[src/rtl/fetch_stage_pkg.sv]
`default_nettype none
// ============================================================================
// Module : fetch_stage_pkg
// Purpose: Shared types and constants for the instruction fetch stage:
//          word width, default instruction memory depth, FSM state encoding
//          and a PC range helper.
// Ports  : none (package)
// Rev    : 1.0 - initial release
// ============================================================================
package fetch_stage_pkg;

  localparam int WORD_W             = 32;
  localparam int IMEM_DEPTH_DEFAULT = 1024;

  typedef logic [WORD_W-1:0] word_t;

  // Fetch FSM encoding
  typedef enum logic [1:0] {
    ST_BOOT = 2'd0,
    ST_RUN  = 2'd1,
    ST_HALT = 2'd2
  } fetch_state_e;

  // True when a word address lies inside the instruction memory.
  function automatic logic pc_in_range(input word_t pc, input int unsigned depth);
    return pc < word_t'(depth);
  endfunction

endpackage : fetch_stage_pkg
`default_nettype wire

[src/rtl/fetch_stage_if.sv]
`default_nettype none
// ============================================================================
// Module : fetch_stage_if
// Purpose: Bundles the instruction-memory, pipeline-control and IF/ID
//          signals of the fetch stage. Names carry the direction as seen
//          from the fetch stage (i_ = into fetch, o_ = out of fetch).
// Ports  : none; modports
//          master - fetch stage side
//          slave  - memory / decode / execute side
// Rev    : 1.0 - initial release
// ============================================================================
interface fetch_stage_if;
  import fetch_stage_pkg::*;

  word_t o_imem_addr;
  word_t i_imem_instr;
  logic  i_stall;
  logic  i_redirect;
  word_t i_redirect_pc;
  logic  i_halt_req;
  word_t o_ifid_instr;
  word_t o_ifid_pc1;
  logic  o_ifid_valid;
  logic  o_fetch_fault;
  logic  o_halted;

  modport master (
    output o_imem_addr,
    input  i_imem_instr,
    input  i_stall,
    input  i_redirect,
    input  i_redirect_pc,
    input  i_halt_req,
    output o_ifid_instr,
    output o_ifid_pc1,
    output o_ifid_valid,
    output o_fetch_fault,
    output o_halted
  );

  modport slave (
    input  o_imem_addr,
    output i_imem_instr,
    output i_stall,
    output i_redirect,
    output i_redirect_pc,
    output i_halt_req,
    input  o_ifid_instr,
    input  o_ifid_pc1,
    input  o_ifid_valid,
    input  o_fetch_fault,
    input  o_halted
  );

endinterface : fetch_stage_if
`default_nettype wire

[src/rtl/fetch_stage_pc_register.sv]
`default_nettype none
// ============================================================================
// Module : fetch_stage_pc_register
// Purpose: Program counter flop with load, hold and increment. Load has
//          priority over hold; otherwise the PC advances by one word
//          (32-bit modulo).
// Ports  : clk       - clock
//          rst_n     - asynchronous active-low reset (PC <= RESET_PC)
//          i_load    - load i_load_pc
//          i_load_pc - load target
//          i_hold    - keep current PC
//          o_pc      - current PC
//          o_pc1     - PC + 1
// Rev    : 1.0 - initial release
// ============================================================================
module fetch_stage_pc_register
  import fetch_stage_pkg::*;
#(
  parameter word_t RESET_PC = 32'd0
) (
  input  wire   clk,
  input  wire   rst_n,
  input  wire   i_load,
  input  word_t i_load_pc,
  input  wire   i_hold,
  output word_t o_pc,
  output word_t o_pc1
);

  word_t r_pc;
  word_t w_pc1;

  // Natural wrap from 32'hFFFFFFFF to 0
  assign w_pc1 = r_pc + word_t'(1);

  always_ff @(posedge clk or negedge rst_n) begin
    if (!rst_n) begin
      r_pc <= RESET_PC;
    end else if (i_load) begin
      r_pc <= i_load_pc;
    end else if (!i_hold) begin
      r_pc <= w_pc1;
    end
  end

  assign o_pc  = r_pc;
  assign o_pc1 = w_pc1;

endmodule : fetch_stage_pc_register
`default_nettype wire

[src/rtl/fetch_stage.sv]
`default_nettype none
// ============================================================================
// Module : fetch_stage
// Purpose: Instruction fetch stage. Presents the PC to an external
//          combinational instruction memory, captures the returned word in
//          the IF/ID register one cycle later, and handles stall, redirect
//          (flush), out-of-range fault and halt.
// Ports  : clk   - clock
//          rst_n - asynchronous active-low reset
//          bus   - fetch_stage_if.master (memory, control, IF/ID outputs)
// Rev    : 1.0 - initial release
// ============================================================================
module fetch_stage
  import fetch_stage_pkg::*;
#(
  parameter word_t RESET_PC   = 32'd0,
  parameter int    IMEM_DEPTH = IMEM_DEPTH_DEFAULT
) (
  input  wire           clk,
  input  wire           rst_n,
  fetch_stage_if.master bus
);

  fetch_state_e r_state;
  fetch_state_e w_state_nxt;

  word_t w_pc;
  word_t w_pc1;
  logic  w_pc_hold;
  logic  w_pc_load;
  logic  w_ifid_load;
  logic  w_ifid_bubble;
  logic  w_fault_set;
  logic  w_in_range;

  word_t r_ifid_instr;
  word_t r_ifid_pc1;
  logic  r_ifid_valid;
  logic  r_fetch_fault;

  fetch_stage_pc_register #(
    .RESET_PC (RESET_PC)
  ) u_pc_register (
    .clk       (clk),
    .rst_n     (rst_n),
    .i_load    (w_pc_load),
    .i_load_pc (bus.i_redirect_pc),
    .i_hold    (w_pc_hold),
    .o_pc      (w_pc),
    .o_pc1     (w_pc1)
  );

  assign w_in_range = pc_in_range(w_pc, IMEM_DEPTH);

  // ---------------- FSM: state register ----------------
  always_ff @(posedge clk or negedge rst_n) begin
    if (!rst_n) begin
      r_state <= ST_BOOT;
    end else begin
      r_state <= w_state_nxt;
    end
  end

  // ---------------- FSM: next state ----------------
  always_comb begin
    w_state_nxt = r_state;
    case (r_state)
      ST_BOOT: w_state_nxt = ST_RUN;
      // Halt is only taken on a cycle that actually fetches: a redirect
      // or a stall defers it.
      ST_RUN:  if (!bus.i_redirect && !bus.i_stall && bus.i_halt_req) begin
                 w_state_nxt = ST_HALT;
               end
      ST_HALT: w_state_nxt = ST_HALT;
      default: w_state_nxt = ST_BOOT;
    endcase
  end

  // ---------------- FSM: outputs ----------------
  always_comb begin
    w_pc_hold     = 1'b1;
    w_pc_load     = 1'b0;
    w_ifid_load   = 1'b0;
    w_ifid_bubble = 1'b0;
    w_fault_set   = 1'b0;
    case (r_state)
      ST_BOOT: w_ifid_bubble = 1'b1;
      ST_RUN: begin
        if (bus.i_redirect) begin
          // Redirect beats stall and flushes the instruction in flight
          w_pc_load     = 1'b1;
          w_pc_hold     = 1'b0;
          w_ifid_bubble = 1'b1;
        end else if (!bus.i_stall) begin
          w_pc_hold = 1'b0;
          if (w_in_range) begin
            w_ifid_load = 1'b1;
          end else begin
            // Out-of-range fetch: record it, insert a bubble, keep going
            w_ifid_bubble = 1'b1;
            w_fault_set   = 1'b1;
          end
        end
      end
      ST_HALT: w_ifid_bubble = 1'b1;
      default: w_ifid_bubble = 1'b1;
    endcase
  end

  // ---------------- IF/ID register ----------------
  always_ff @(posedge clk or negedge rst_n) begin
    if (!rst_n) begin
      r_ifid_instr <= '0;
      r_ifid_pc1   <= '0;
      r_ifid_valid <= 1'b0;
    end else if (w_ifid_load) begin
      r_ifid_instr <= bus.i_imem_instr;
      r_ifid_pc1   <= w_pc1;
      r_ifid_valid <= 1'b1;
    end else if (w_ifid_bubble) begin
      r_ifid_valid <= 1'b0;
    end
  end

  // Sticky until reset
  always_ff @(posedge clk or negedge rst_n) begin
    if (!rst_n) begin
      r_fetch_fault <= 1'b0;
    end else if (w_fault_set) begin
      r_fetch_fault <= 1'b1;
    end
  end

  assign bus.o_imem_addr   = w_pc;
  assign bus.o_ifid_instr  = r_ifid_instr;
  assign bus.o_ifid_pc1    = r_ifid_pc1;
  assign bus.o_ifid_valid  = r_ifid_valid;
  assign bus.o_fetch_fault = r_fetch_fault;
  assign bus.o_halted      = (r_state == ST_HALT);

endmodule : fetch_stage
`default_nettype wire

[src/flat_wrapper.sv]
// flat-port wrapper written by rule: the top's interface ports become plain ports
module fetch_stage_flat import fetch_stage_pkg::*;
#(
  parameter word_t RESET_PC   = 32'd0,
  parameter int    IMEM_DEPTH = IMEM_DEPTH_DEFAULT
)
  (clk, rst_n, bus_o_imem_addr, bus_i_imem_instr, bus_i_stall, bus_i_redirect, bus_i_redirect_pc, bus_i_halt_req, bus_o_ifid_instr, bus_o_ifid_pc1, bus_o_ifid_valid, bus_o_fetch_fault, bus_o_halted);
  fetch_stage_if bus_i ();
  input  wire clk;
  input  wire rst_n;
  output wire logic [$bits(bus_i.o_imem_addr)-1:0] bus_o_imem_addr;
  input wire logic [$bits(bus_i.i_imem_instr)-1:0] bus_i_imem_instr;
  input wire logic [$bits(bus_i.i_stall)-1:0] bus_i_stall;
  input wire logic [$bits(bus_i.i_redirect)-1:0] bus_i_redirect;
  input wire logic [$bits(bus_i.i_redirect_pc)-1:0] bus_i_redirect_pc;
  input wire logic [$bits(bus_i.i_halt_req)-1:0] bus_i_halt_req;
  output wire logic [$bits(bus_i.o_ifid_instr)-1:0] bus_o_ifid_instr;
  output wire logic [$bits(bus_i.o_ifid_pc1)-1:0] bus_o_ifid_pc1;
  output wire logic [$bits(bus_i.o_ifid_valid)-1:0] bus_o_ifid_valid;
  output wire logic [$bits(bus_i.o_fetch_fault)-1:0] bus_o_fetch_fault;
  output wire logic [$bits(bus_i.o_halted)-1:0] bus_o_halted;
  assign bus_o_imem_addr = bus_i.o_imem_addr;
  assign bus_i.i_imem_instr = bus_i_imem_instr;
  assign bus_i.i_stall = bus_i_stall;
  assign bus_i.i_redirect = bus_i_redirect;
  assign bus_i.i_redirect_pc = bus_i_redirect_pc;
  assign bus_i.i_halt_req = bus_i_halt_req;
  assign bus_o_ifid_instr = bus_i.o_ifid_instr;
  assign bus_o_ifid_pc1 = bus_i.o_ifid_pc1;
  assign bus_o_ifid_valid = bus_i.o_ifid_valid;
  assign bus_o_fetch_fault = bus_i.o_fetch_fault;
  assign bus_o_halted = bus_i.o_halted;
  fetch_stage #(.RESET_PC(RESET_PC), .IMEM_DEPTH(IMEM_DEPTH)) u_core (.clk(clk), .rst_n(rst_n), .bus(bus_i));
endmodule
[config.mk]
export PLATFORM = sky130hd
export DESIGN_NAME = fetch_stage_flat
export DESIGN_NICKNAME = d
export VERILOG_FILES = /design/src/rtl/fetch_stage_pkg.sv /design/src/rtl/fetch_stage_if.sv /design/src/rtl/fetch_stage_pc_register.sv /design/src/rtl/fetch_stage.sv /design/src/flat_wrapper.sv
export SDC_FILE = /design/constraint.sdc
export NUM_CORES = 1
export LEC_CHECK = 0
export CORE_MARGIN = 2
export CORE_UTILIZATION = 40
export DETAILED_ROUTE_END_ITERATION = 10
export PLACE_DENSITY_LB_ADDON = 0.08
export SLEW_MARGIN = 20
export SYNTH_ARGS = -nofsm -noshare
export SYNTH_HDL_FRONTEND = slang
export SYNTH_SLANG_ARGS = --single-unit
export TNS_END_PERCENT = 30
[constraint.sdc]
create_clock -name clk -period 4.1 [get_ports clk]
set_input_delay 0.41 -clock clk [delete_from_list [all_inputs] [get_ports clk]]
set_output_delay 0.41 -clock clk [all_outputs]
set_load 0.005 [all_outputs]
## Yosys cells after proc, flatten, opt, wreduce, memory -nomap -nowiden

Cells that the tools add are included.

- Bits in registers: 100
- Bits of input ports: 69
- Output and inout port bits: 99
- Logic and storage cells: 39

- Add/subtract/negate cells: 1
- Magnitude comparators: 1
- Equal/unequal tests: 4
- Mux-type cells: 21
- Reduce and logical (&&, ||, !) cells: 6

Operators by type and width:

| operator | number |
|---|---|
| two-way mux 32 bit | 2 |
| adder 32 x 1 -> 32 bit, second input constant | 1 |
| < comparator 32 x 11 -> 1 bit, second input constant | 1 |
| two-way mux 1 bit | 17 |
| one-hot mux 2 bit (3 select lines) | 1 |
| == test 2 x 1 -> 1 bit, second input constant | 1 |
| == test 2 bit, second input constant | 1 |
| logical AND 1 bit | 2 |
| zero test 1 bit | 2 |
| zero test 2 bit | 1 |
| two-way mux 2 bit | 1 |
| != test 2 x 1 -> 1 bit, second input constant | 1 |
| != test 2 bit, second input constant | 1 |
| nonzero test 2 bit | 1 |

## Logic depth before layout (Yosys ltp)

Gate-level depths: netlist (run 1).

- Word-level depth: 7
- Gate-level depth with buffers: 9
- Gate-level depth less buffers: 6

## Hierarchy

From an unflattened synthesis (run 1), not the netlist that was laid out.

- Cell total of the unflattened synthesis: 470
- Area total of the unflattened synthesis: 5,081.1 sq um

By module, submodules not included:

| module | times used | cells an instance | area each (sq um) | seq. area each (sq um) |
|---|---|---|---|---|
| fetch_stage | 1 | 165 | 2,667.6 | 1,701.6 |
| fetch_stage_pc_register | 1 | 305 | 2,413.6 | 800.8 |

## Worst setup path after synthesis (run 1)

Ideal clock, no wire load.

- Path type: register to register
- Start point: register u_core.r_state[1]
- End point: register u_core.r_ifid_instr[10], in the netlist u_core.bus.o_ifid_instr[10]
- Library setup time: 0.125 ns
- Arrival: 2.188 ns
- Data required time: 3.975 ns
- Setup slack: 1.787 ns
- Stages on the path, launching flop included: 9
- Path buffers: 3
- Clock period less this slack: 2.313 ns
- Path through: dfrtp_1 -> inv_1 -> ha_1 -> clkbuf_1 -> or3b_1 -> clkbuf_1 -> nor3_4 -> buf_4 -> mux2_2

- Word-level cells in the longest chain between the ends: 2

Ends and longest elaborated chain:

| what | line | source |
|---|---|---|
| start: declaration | fetch_stage.sv:24 | `fetch_state_e r_state;` |
| start signal: assignment | fetch_stage.sv:60 | `r_state <= w_state_nxt;` |
| == test 2 x 1 -> 1 bit | fetch_stage.sv:86 | `case (r_state)` |
| two-way mux 1 bit | fetch_stage.sv:86 |  |
| end signal: assignment | fetch_stage.sv:117 | `r_ifid_instr <= bus.i_imem_instr;` |
| end: declaration | fetch_stage.sv:36 | `word_t r_ifid_instr;` |

No other way between the ends.
A chain may end at the register's enable or synchronous reset.

## Worst setup path in the final report (run 1)

- Start point: register u_core.u_pc_register.r_pc[0], in the netlist u_core.u_pc_register.o_pc[0]
- End point: register u_core.u_pc_register.r_pc[30], in the netlist u_core.u_pc_register.o_pc[30]

- Word-level cells in the longest chain between the ends: 3

Ends and longest elaborated chain:

| what | line | source |
|---|---|---|
| start: declaration | fetch_stage_pc_register.sv:30 | `word_t r_pc;` |
| start signal: assignment | fetch_stage_pc_register.sv:40 | `r_pc <= i_load_pc;` |
| start signal: assignment | fetch_stage_pc_register.sv:42 | `r_pc <= w_pc1;` |
| adder 32 x 1 -> 32 bit | fetch_stage_pc_register.sv:34 | `assign w_pc1 = r_pc + word_t'(1);` |
| two-way mux 32 bit | fetch_stage_pc_register.sv:41 | `end else if (!i_hold) begin` |
| two-way mux 32 bit | fetch_stage_pc_register.sv:39 | `end else if (i_load) begin` |

No other way between the ends. The select of a mux whose other input is x is not followed.

==> impl_metrics.ini, run 1 <==
[timing]
post-route-min-period_ns = 2.60
finClkSkew_ns = 0.0133
hold_violations = 0
setup_violations = 0
rsz0062_at_grt = no
max-slew-margin-rel_pct = 34.4
setup_ws_ns = 1.50
post-route-period-util_pct = 63.4
fin_tns_setup_ns = 0
drv_slew = 0
worst_pin_slew_ns = 0.976
clock.fmax_mhz = 385

[min_path]
hold_class = reg -> reg

[worst_setup_path]
cp_max_fo = 16
crit_family = simple AND/OR/NAND/NOR gates
cp_num_buf_inv = 0
cpPeakStageDelay_ns = 0.67
crit_slowest_cell = or4_4
reg2reg_slack_ns = 1.50
cp.arrival_ns = 2.87
worstSetupEndpointType = flip-flop
crit_type = reg -> reg
critical_path.startpoint_type = flip-flop
cp.required_ns = 4.37
path_cells = ha_1 -> nand3_2 -> or4_4 -> or4_1 -> a211oi_1

[global_route]
grt_usage_pct = 22.0
grt_max_degree = 65
globalRouteOverflowTotal = 0
antenna_found_initial = 0
grt_pass1_vias = 4222
grt_first_pass_wirelength_um = 22200

[synthesis]
synth.top_cell.area_share_pct = 52.1
synth_edf_count = 0
syn_inst = 441
yosysSeqAreaShare_pct = 52.1
synth-main-ff-cell = dfrtp_1
async_flop_share_pct = 100
synth.avg_cell_area_um2 = 10.9
synth_area_leader_cell = dfrtp_1
yosys.cell_count.top_type = dfrtp_1
ys_warn_count = 0
yosys-top-cells-count = dfrtp_1, mux2_2, nor2_1, nor2b_1
synth_seq_cells = 100
syn-num-nets = 514
synthTopCellsByArea = dfrtp_1, mux2_2, nor2b_1, nor2_1, a21oi_1
syn_area_um2 = 4800
synth_cell_types = 54

[die]
die_area_um2 = 12900
rows = 40
io_pins = 168
dieWidth_um = 114
die_h_um = 114
fp.coreArea_um2 = 11900
start_util_pct = 40.5

[power_and_ir_drop]
irDropWorstVdd_mv = 0.265
p_per_area_nw_per_um2 = 471
power_leakage_uw = 0.00293

[clock_tree]
path_clk_slew_ns = 0.08
htree_levels = 3
clk_path_buf_depth = 2
clock-root-buffer = clkbuf_16
cts_tree = built
clock_latency_ns = 0.36
post-cts-setup-buffers = 0
clock_sinks = 100
numCtsBuffers = 9
cts_resized = 0

[routing]
wl_per_cell_um = 18.7
firstDrtPassIters = 5
via_per_inst = 5.69
drc = 0
wl_um = 14000
dr_total_vias = 4269
ant_nets = 0
drtIter0Drc = 291

[finish]
antenna_cells = 0
area_growth_pct = 43.4
drive_gt1_share_pct = 11.8
final_net_count = 671
finalInstanceArea_um2 = 6890

[placement]
post-place-ws_ns = 1.29
hpwlAfterDp_um = 9950
finalWeightedCongestion = 0.901
port-buffer-count = 167
place_area_um2 = 6590

[run]
maxCapViolCount = 0

[run_status]
status = finished clean
cells in the final DEF, fill, tap and decap left out, types with 8 or more instances in the layout:
cell type / n
nand2_1: 19
nand4_1: 8
clkbuf_16: 9
nor2b_1: 21
nor3_1: 17
inv_1: 9
o22ai_1: 13
nor4_1: 13
buf_4: 8
dfrtp_1: 100
mux2_2: 42
a211oi_1: 12
nor2_1: 26
nand3_1: 9
a21oi_1: 19
clkdlybuf4s50_1: 166
a311oi_1: 9
stage by stage:
step / hold slack, ns / util, % / cells / total power, µW
final: 0.466 / 58.1 / 750 / 3240
after global routing: 0.505 / 58.1 / 750 / 3430
after CTS: 0.473 / 58.1 / 750 / 3260
after detailed placement: 0.327 / 55.5 / 733 / 2400
after global placement: 0.326 / 55.5 / 733 / 2380
after floorplan: 0.114 / - / 441 / 1860
sequential cells by signal, summed over array words and instances (netlist names):
name	count
u_core.bus.o_fetch_fault	1
u_core.u_pc_register.o_pc	32
u_core.r_state	2
u_core.bus.o_ifid_instr	32
u_core.bus.o_ifid_valid	1
u_core.bus.o_ifid_pc1	32
path summary, 6_finish.rpt:
path | start | end | depth (start not counted)
max | u_core.u_pc_register.o_pc[0]$_DFFE_PN0P_ | u_core.u_pc_register.o_pc[30]$_DFFE_PN0P_ | 5
min in group asynchronous | rst_n | u_core.u_pc_register.o_pc[3]$_DFFE_PN0P_ | 2
max reg2reg | u_core.u_pc_register.o_pc[0]$_DFFE_PN0P_ | u_core.u_pc_register.o_pc[30]$_DFFE_PN0P_ | 5
max in group asynchronous | rst_n | u_core.bus.o_ifid_instr[18]$_DFFE_PN0P_ | 3
min reg2reg | u_core.bus.o_fetch_fault$_DFFE_PN0P_ | u_core.bus.o_fetch_fault$_DFFE_PN0P_ | 1
min | u_core.bus.o_fetch_fault$_DFFE_PN0P_ | u_core.bus.o_fetch_fault$_DFFE_PN0P_ | 1
what timing repair did:
item                       in CTS  in global routing
hold buffers                    1                  0
setup endpoints to repair       0                  0
hold endpoints to repair       22                  0
cell families after synthesis:
kind of cell	share of synthesized area [%]
buffers and inverters	3.72
adders and majority gates	1.04
and+or+nand+nor	17.5
AOI/OAI and AO/OA	13.1
xor gates and xnor gates	1.64
muxes	10.9
DFF	52.1
final cells by class:
type / count / area, µm²
Sequential cell: 100 / 2500
Inverter: 10 / 37.5
Multi-Input combinational cell: 301 / 2120
Clock buffer: 9 / 225
Fill cell: 1035 / 4970
Tap cell: 147 / 184
Clock inverter: 7 / 65.1
Timing Repair Buffer: 176 / 1750
where the power goes:
part | internal (µW) | switching, µW | total, µW
clock | 429 | 418 | 847
sequential | 1120 | 239 | 1360
combinational | 528 | 508 | 1040
metal layers:
layer  track usage, %  share of wire (%)
met2             33.6                 46
met1             30.0                 45
met5                0                  0
met3             6.48                7.6
met4             7.72                1.6
No activity file was read; power rests on OpenSTA's default activity.
==> run 2, diff against run 1 <==
==> constraint.sdc (replaced) <==
create_clock -name clk -period 2.4 [get_ports clk]
set_input_delay 0.24 -clock clk [delete_from_list [all_inputs] [get_ports clk]]
set_output_delay 0.24 -clock clk [all_outputs]
set_load 0.005 [all_outputs]
==> run 2 against run 1 <==
Global-route usage grew 1.0 points; clock skew shrank 0.0050 ns; setup slack lost 1.4 ns; register-to-register slack lost 1.4 ns; clock power grew 77%; hold slack gained 0.017 ns; sequential cell count is the same; first-iteration DRC count shrank 1.0%; sequential share of layout area shrank 0.78 points; via count grew 0.94%; critical path type unchanged; critical endpoint is now u_core.bus.o_ifid_instr[29]$_DFFE_PN0P_; highest routed layer unchanged.
==> impl_metrics.ini, run 2 (synthesized netlist as in run 1, its figures left out) <==
[global_route]
grt_usage_pct = 23.0
grt_pass1_vias = 4461
grt_max_degree = 65
grt_first_pass_wirelength_um = 23300
globalRouteOverflowTotal = 0
antenna_found_initial = 0

[finish]
area_growth_pct = 46.5
final_common_cell = clkdlybuf4s50_1
final_net_count = 688
layout_common_cells = clkdlybuf4s50_1, dfrtp_1, mux2_2
drive_gt1_share_pct = 14.0
antenna_cells = 0

[placement]
hpwlAfterDp_um = 10300
port-buffer-count = 167
post-place-ws_ns = 0.108
finalWeightedCongestion = 0.890

[timing]
clock.fmax_mhz = 443
drv_slew = 0
finClkSkew_ns = 0.00836
fin_tns_setup_ns = 0
hold_violations = 0
rsz0062_at_grt = no
worst_pin_slew_ns = 0.695
post-route-period-util_pct = 94.1
post-route-min-period_ns = 2.26
max-slew-margin-rel_pct = 53.7
setup_violations = 0
setup_ws_ns = 0.143

[worst_setup_path]
critical_path.startpoint_type = flip-flop
cp.arrival_ns = 2.49
cp.required_ns = 2.63
reg2reg_slack_ns = 0.14
cp_max_fo = 64
worstSetupEndpointType = flip-flop
r2r_start = u_core.r_state[1]$_DFFE_PN0P_
critPathLaunch = u_core.r_state[1]$_DFFE_PN0P_
crit_type = reg -> reg

[routing]
ant_nets = 0
dr_total_vias = 4309
drtIter0Drc = 288
wl_um = 14600
wl_per_cell_um = 19.0
drc = 0
via_per_inst = 5.62
firstDrtPassIters = 5

[power_and_ir_drop]
power_leakage_uw = 0.00302
power_uw = 5730
p_per_area_nw_per_um2 = 815
irDropWorstVdd_mv = 0.438

[die]
start_util_pct = 40.5
io_pins = 168
fp.coreArea_um2 = 11900
die_h_um = 114
rows = 40
die_area_um2 = 12900
dieWidth_um = 114

[clock_tree]
clock_latency_ns = 0.35
cts_resized = 0
path_clk_slew_ns = 0.07
clk_path_buf_depth = 2
htree_levels = 3
numCtsBuffers = 9
clock_sinks = 100
cts_tree = built
clock-root-buffer = clkbuf_16

[run_status]
status = finished clean

[min_path]
hold_class = in -> reg
hp-start = bus_i_redirect_pc[23]

[run]
maxCapViolCount = 0
[run 2: where the power goes]
group | internal (µW) | switching, µW | total (µW)
clock network | 823 | 679 | 1500
registers | 1920 | 345 | 2260
logic | 1000 | 971 | 1970
total | 3740 | 2000 | 5730
[run 2: worst paths after layout]
path,depth (start not counted),end
max,6,u_core.bus.o_ifid_instr[29]$_DFFE_PN0P_
min,3,u_core.u_pc_register.o_pc[23]$_DFFE_PN0P_
max reg2reg,6,u_core.bus.o_ifid_instr[29]$_DFFE_PN0P_
min reg2reg,1,u_core.bus.o_fetch_fault$_DFFE_PN0P_
max in group asynchronous,3,u_core.r_state[0]$_DFFE_PN0P_
min in group asynchronous,2,u_core.bus.o_ifid_instr[9]$_DFFE_PN0P_
[run 2: critical path, cell delays in order (launching register included)]
cell	delay (ns)
dfrtp_1	0.40
inv_1	0.09
ha_1	0.16
or3b_1	0.49
nor3_4	0.26
buf_12	0.30
mux2_2	0.38
[run 2: cell type report]
class	instances	area (µm²)
Clock buffer	10	229
Sequential cell	100	2500
Inverter	10	37.5
Tap cell	147	184
Clock inverter	6	72.6
Fill cell	1037	4820
Timing Repair Buffer	193	1890
Multi-Input combinational cell	301	2120
[run 2: repair_timing]
action | 4_1_cts | 5_1_grt
endpoints found under the hold margin | 52 | 0
buffers inserted | 0 | 0
hold buffers | 1 | 0
[run 2: metrics by stage]
step | std cells | cell area (µm²) | util, % | hold slack [ns]
detailed placement | 750 | 6730 | 56.7 | 0.325
floorplan | 441 | 4800 | - | -0.0556
global route | 767 | 7040 | 59.3 | 0.496
CTS | 767 | 7040 | 59.3 | 0.476
global placement | 750 | 6730 | 56.7 | 0.326
finish | 767 | 7040 | 59.3 | 0.483
[run 2: metal layers]
metal  share of wire [%]  GRT usage, %  vias to the layer above
met2                  46          36.3                      192
met4                 2.1          8.62                        0
met3                 9.3          7.01                       20
li1                    -             -                     1994
met5                   0             0                        -
met1                  42          30.1                     2103
